**config.mk**
```make
export PLATFORM = sky130hd
export DESIGN_NAME = alu_instr_sequencer
export DESIGN_NICKNAME = d
export VERILOG_FILES = /design/src/rtl/alu_ctrl_pkg.sv /design/src/rtl/step_counter.sv /design/src/rtl/alu_instr_sequencer.sv
export SDC_FILE = /design/constraint.sdc
export NUM_CORES = 1
export LEC_CHECK = 0
export ABC_AREA = 0
export CAP_MARGIN = 5
export CORE_MARGIN = 2
export CORE_UTILIZATION = 47
export CTS_CLUSTER_SIZE = 40
export DETAILED_ROUTE_END_ITERATION = 8
export GPL_TIMING_DRIVEN = 0
export PLACE_DENSITY_LB_ADDON = 0.2
export SLEW_MARGIN = 20
export SYNTH_ARGS = -nofsm -noshare
export SYNTH_HDL_FRONTEND = slang
export SYNTH_SLANG_ARGS = --single-unit
```
**constraint.sdc**
```tcl
create_clock -name clk -period 2.1 [get_ports clk]
set_clock_uncertainty 0.15 [all_clocks]
set_input_delay 0.525 -clock clk [delete_from_list [all_inputs] [get_ports clk]]
set_output_delay 0.525 -clock clk [all_outputs]
set_load 0.01 [all_outputs]
```
**src/rtl/alu_ctrl_pkg.sv**
```systemverilog
// Shared definitions for the ALU micro-step sequencers: step encoding,
// ALU function codes and default parameter values.
package alu_ctrl_pkg;

    // One-hot step encoding; IDLE is the all-zero pattern.
    typedef enum logic [3:0] {
        IDLE = 4'd0,
        OP1  = 4'd1,
        OP2  = 4'd2,
        WB   = 4'd4,
        FIN  = 4'd8
    } step_e;

    localparam logic [2:0] ALU_ADD = 3'b001;
    localparam logic [2:0] ALU_SUB = 3'b010;
    localparam logic [2:0] ALU_AND = 3'b011;
    localparam logic [2:0] ALU_OR  = 3'b100;
    localparam logic [2:0] ALU_XOR = 3'b101;
    localparam logic [2:0] ALU_SLL = 3'b110;
    localparam logic [2:0] ALU_SRL = 3'b111;

    localparam int DEF_REG_ADDR_W        = 5;
    localparam int DEF_ALU_SEL_W         = 3;
    localparam int DEF_STEP_W            = 6;
    localparam bit DEF_SUPPRESS_X0_WRITE = 1'b1;

endpackage

```
**src/rtl/step_counter.sv**
```systemverilog
// One-hot step register shared by the instruction sequencers.
// clear has priority over load_first, which has priority over advance;
// with none asserted the current step is held.
module step_counter #(
    parameter int STEP_W = 6
) (
    input  logic              clk,
    input  logic              rst_n,
    input  logic              load_first,
    input  logic              advance,
    input  logic              clear,
    output logic [STEP_W-1:0] step
);

    // Step register: clear to idle, load the first step, or shift to the next.
    always_ff @(posedge clk or negedge rst_n) begin
        if (!rst_n) begin
            step <= '0;
        end else if (clear) begin
            step <= '0;
        end else if (load_first) begin
            step <= STEP_W'(1);
        end else if (advance) begin
            step <= step << 1;
        end
    end

endmodule

```
**src/rtl/alu_instr_sequencer.sv**
```systemverilog
// Micro-step sequencer for reg/reg and reg/imm ALU instructions.
//
// state | meaning
// ------+--------------------------------------------------------------
// IDLE  | ready for a new instruction; all enables low
// OP1   | read rs1 into ALU operand latch 1
// OP2   | read rs2 (or route the immediate) into ALU operand latch 2
// WB    | drive ALU result and write it to rd (skipped for x0 if enabled)
// FIN   | one-cycle done pulse, then back to IDLE
//
// hold freezes any non-idle step and masks every enable and done.
module alu_instr_sequencer
    import alu_ctrl_pkg::*;
#(
    parameter int REG_ADDR_W        = DEF_REG_ADDR_W,
    parameter int ALU_SEL_W         = DEF_ALU_SEL_W,
    parameter int STEP_W            = DEF_STEP_W,
    parameter bit SUPPRESS_X0_WRITE = DEF_SUPPRESS_X0_WRITE
) (
    input  logic                  clk,
    input  logic                  rst_n,
    input  logic                  start,
    output logic                  ready,
    input  logic                  is_imm,
    input  logic [ALU_SEL_W-1:0]  alu_sel_in,
    input  logic [REG_ADDR_W-1:0] rd,
    input  logic [REG_ADDR_W-1:0] rs1,
    input  logic [REG_ADDR_W-1:0] rs2,
    input  logic                  hold,
    output logic [REG_ADDR_W-1:0] reg_index,
    output logic                  reg_r_en,
    output logic                  reg_w_en,
    output logic                  alu1_w_en,
    output logic                  alu2_w_en,
    output logic                  alu0_r_en,
    output logic                  imm_en,
    output logic [ALU_SEL_W-1:0]  alu_function_sel,
    output logic [STEP_W-1:0]     step,
    output logic                  done
);

    localparam logic [STEP_W-1:0] LOW_MASK = STEP_W'(4'hF);

    logic [STEP_W-1:0]     step_q;
    logic                  load_first;
    logic                  advance;
    logic                  clear;
    logic                  illegal;
    step_e                 state;

    logic                  is_imm_q;
    logic [ALU_SEL_W-1:0]  alu_sel_q;
    logic [REG_ADDR_W-1:0] rd_q;
    logic [REG_ADDR_W-1:0] rs1_q;
    logic [REG_ADDR_W-1:0] rs2_q;

    step_counter #(
        .STEP_W (STEP_W)
    ) u_step_counter (
        .clk        (clk),
        .rst_n      (rst_n),
        .load_first (load_first),
        .advance    (advance),
        .clear      (clear),
        .step       (step_q)
    );

    // Reserved upper bits set means the register was corrupted.
    assign illegal = (step_q & ~LOW_MASK) != '0;
    assign state   = step_e'(step_q[3:0]);
    assign step    = step_q & LOW_MASK;

    // Capture the instruction fields only on the accepting cycle.
    always_ff @(posedge clk or negedge rst_n) begin
        if (!rst_n) begin
            is_imm_q  <= 1'b0;
            alu_sel_q <= '0;
            rd_q      <= '0;
            rs1_q     <= '0;
            rs2_q     <= '0;
        end else if (load_first) begin
            is_imm_q  <= is_imm;
            alu_sel_q <= alu_sel_in;
            rd_q      <= rd;
            rs1_q     <= rs1;
            rs2_q     <= rs2;
        end
    end

    // Next-step control and output decode from the current step.
    always_comb begin
        ready            = 1'b0;
        load_first       = 1'b0;
        advance          = 1'b0;
        clear            = 1'b0;
        reg_index        = '0;
        reg_r_en         = 1'b0;
        reg_w_en         = 1'b0;
        alu1_w_en        = 1'b0;
        alu2_w_en        = 1'b0;
        alu0_r_en        = 1'b0;
        imm_en           = 1'b0;
        alu_function_sel = '0;
        done             = 1'b0;

        if (illegal) begin
            clear = 1'b1;
        end else begin
            case (state)
                IDLE: begin
                    ready      = 1'b1;
                    load_first = start;
                end
                OP1: begin
                    alu_function_sel = alu_sel_q;
                    if (!hold) begin
                        advance   = 1'b1;
                        reg_index = rs1_q;
                        reg_r_en  = 1'b1;
                        alu1_w_en = 1'b1;
                    end
                end
                OP2: begin
                    alu_function_sel = alu_sel_q;
                    if (!hold) begin
                        advance   = 1'b1;
                        alu2_w_en = 1'b1;
                        if (is_imm_q) begin
                            imm_en = 1'b1;
                        end else begin
                            reg_index = rs2_q;
                            reg_r_en  = 1'b1;
                        end
                    end
                end
                WB: begin
                    alu_function_sel = alu_sel_q;
                    if (!hold) begin
                        advance   = 1'b1;
                        reg_index = rd_q;
                        alu0_r_en = 1'b1;
                        reg_w_en  = !(SUPPRESS_X0_WRITE && (rd_q == '0));
                    end
                end
                FIN: begin
                    alu_function_sel = alu_sel_q;
                    if (!hold) begin
                        clear = 1'b1;
                        done  = 1'b1;
                    end
                end
                default: clear = 1'b1;
            endcase
        end
    end

endmodule

```
==> metrics.txt <==
outcome finished, violations left; failing checks hold timing, setup timing; fraction of layout cells with a size suffix above 1 0.536; largest net degree at the start of global routing 26; power per cell area 470 mW/mm2; Clock Tree Buf Depth 2; Seq pwr share 0.558; Cells after Synth ~140; # rows 20; Worst Setup SP u_step_counter.step[2]; flops & latches, synth 25; Slew Limit Headroom 0.624; Worst-path clk slew 0.15 ns; ANT cells 0; Die Y between 60 and 70 um; CTS Sinks 25; cell taking the most area after synthesis dfrtp_1; vias per inst around 5.5; Fin Hold WS -0.00257 ns; CTS root buffer clkbuf_4; Logic pwr share 0.234; Fin. Hold Viols 3; IO buf count 41; XOR/XNOR Fraction of Synth Area 0.00568; Synth Area in Compound Gates 0.101; Psw ~0.00030 W; r2r startpoint u_step_counter.step[2]; Post-synth EDFFs 0; maximum clock rate slightly above 0.4 GHz; multiplexer share of the synthesized area 0.185; Synth async-reset ratio 1.00; leak pwr 1.09 nW; synth top area cells dfrtp_1 41%, mux2_4 18%, and3b_1 6.2%; I/O pin count 45; antenna viol nets, final 0; worst slew pin tran between 0.5 and 0.6 ns; die area about 0.0038 mm2; post-synth cell types 37; Synth Area per Inst about 11 um2; Num CTS Buffers 3; share of the synthesized area in the top cell type 0.406; vias 1378; Arr. time, crit path between 1.5 and 2 ns; first-pass GRT wire length between 6 and 7 mm; H-tree levels 1; clock insertion delay at the later pin of the skew report between 0.3 and 0.4 ns; GRT Total Usage 0.253; Setup crit end kind output port; post-synthesis simple-gate area fraction 0.229; initial antenna violation count 0; RSZ-0062 raised after global routing true; clock share of power 0.208; Area growth syn-to-layout 52.6%; area of the mapped netlist 0.00154 mm2; CTS tree yes; sequential-to-total area share from yosys stat 0.406; Final nets 231; DP Worst Slack -0.534 ns; Initial Util 0.501; most common cell in the synthesized netlist dfrtp_1; Data required, critical path between 1 and 1.5 ns; yosys warns 0; GP Congestion around 0.84; main combinational cell family by area after synthesis simple AND/OR/NAND/NOR gates; Worst VDD drop around 0.35 mV; Final setup viols 16; grt total ovfl 0; Core Box Area between 0.003 and 0.004 mm2; final worst-path cycle share 1.16; DRT iter0 DRCs between 40 and 50; synth cell count leaders 25 x dfrtp_1, 19 x mux2_4, 14 x a21oi_1; Adder-Cell Fraction of Synth Area 0; internal power 0.000808 W; DR pass1 iterations 4; minimum clock period 2.44 ns; max-cap violations 0; final wirelength approximately 4.3 mm; DRC 0; Worst setup SP type register; worst hold path class in2async; CP max FO 5; chip width 61.3 um; crit path kind reg2out; vias in the first global route around 1400; fin. max-slew vios 0; top_reg_cell synth dfrtp_1; WL/cell around 17 um; Net Sw Frac 0.270; HPWL after DPL between 2 and 3 mm; setup slack after layout -0.345 ns
metal layers:
layer / wire length, um / vias to the layer above / track usage
met5: 0 / - / 0
met4: 93 / 0 / 0.102
met3: 205 / 9 / 0.0294
met2: 2220 / 46 / 0.442
met1: 1780 / 690 / 0.316
li1: - / 633 / -
final cells by class:
class / instances / area, um2
multi-input cells: 101 / 955
fillers: 215 / 723
clock buffers: 4 / 26.3
well taps: 44 / 55.1
repair buffers: 61 / 536
plain buffers: 16 / 153
flip-flops and latches: 25 / 631
placed cells by master, fill, tap and decap left out, types with 3 or more instances in the layout:
| cell | synthesis | routed |
|---|---|---|
| a21oi_1 | 14 | 6 |
| a21oi_2 | 0 | 8 |
| and3b_1 | 11 | 11 |
| buf_2 | 5 | 17 |
| buf_4 | 6 | 17 |
| buf_6 | 3 | 16 |
| clkbuf_4 | 0 | 3 |
| clkdlybuf4s50_1 | 0 | 21 |
| conb_1 | 1 | 4 |
| dfrtp_1 | 25 | 21 |
| dfrtp_2 | 0 | 4 |
| dlygate4sd2_1 | 0 | 3 |
| mux2_4 | 19 | 19 |
| nand2_1 | 7 | 6 |
| nand3_1 | 5 | 4 |
| nor3_4 | 1 | 3 |
| o21ai_1 | 5 | 3 |
| o21ai_2 | 0 | 3 |
sequential cells by signal (all words and copies together) (netlist names):
register / flops
rd_q: 5
alu_sel_q: 3
rs2_q: 5
rs1_q: 5
u_step_counter.step: 6
is_imm_q: 1
logic make-up after synthesis:
logic type	Yosys count
multiplexers	19
flip-flops	25
XOR/XNOR	1
buffers and inverters	16
AO/OA/AOI/OAI	25
AND/OR/NAND/NOR	52
other	1
repair_timing:
| action | CTS | global route |
|---|---|---|
| cloned | 0 | 1 |
| setup endpoints to repair | 19 | 17 |
| setup buffers | 16 | 3 |
| hold buffers | 0 | 0 |
| pin swaps | 13 | 8 |
| hold endpoints to repair | 0 | 0 |
| resized for setup | 112 | 14 |
per-stage QoR:
step                      power (W)  cell area, um2   util  instances  setup TNS (ns)
after floorplan            0.000753            1560      -        142               0
after global placement     0.000833            2030  0.658        227           -5.86
after detailed placement   0.000845            2030  0.658        227           -6.45
after CTS                   0.00109            2260  0.734        247           -2.62
after global routing        0.00115            2350  0.765        251           -4.23
final                       0.00111            2350  0.765        251           -3.53
critical path, stage by stage (launching register included):
cell and delay (ns):
dfrtp_2 0.49, buf_6 0.15, xnor2_2 0.13, or3_4 0.37, a21oi_2 0.14, buf_2 0.14
power by group through the flow:
| stage | combinational [W] | clock [W] | sequential, W |
|---|---|---|---|
| after floorplan | 0.000155 | 0 | 0.000598 |
| after global placement | 0.000217 | 0 | 0.000616 |
| after detailed placement | 0.000224 | 0 | 0.000622 |
| after CTS | 0.000255 | 0.000222 | 0.000615 |
| after global routing | 0.000278 | 0.000241 | 0.000627 |
| final | 0.000258 | 0.000231 | 0.000617 |
path summary, 6_finish.rpt:
| kind | to | slack, ns | cells after the start |
|---|---|---|---|
| worst max register to register | rs1_q[2] | 0.17 | 7 |
| worst max-delay path | alu_function_sel[1] | -0.34 | 5 |
| min in group clk | rs1_q[1] | 0.38 | 1 |
| worst min-delay path | u_step_counter.step[0] | -0.003 | 1 |
| max in group asynchronous | u_step_counter.step[5] | 1.40 | 1 |
| worst min register to register | rs1_q[1] | 0.38 | 1 |
No activity file was read; power rests on OpenSTA's default activity.
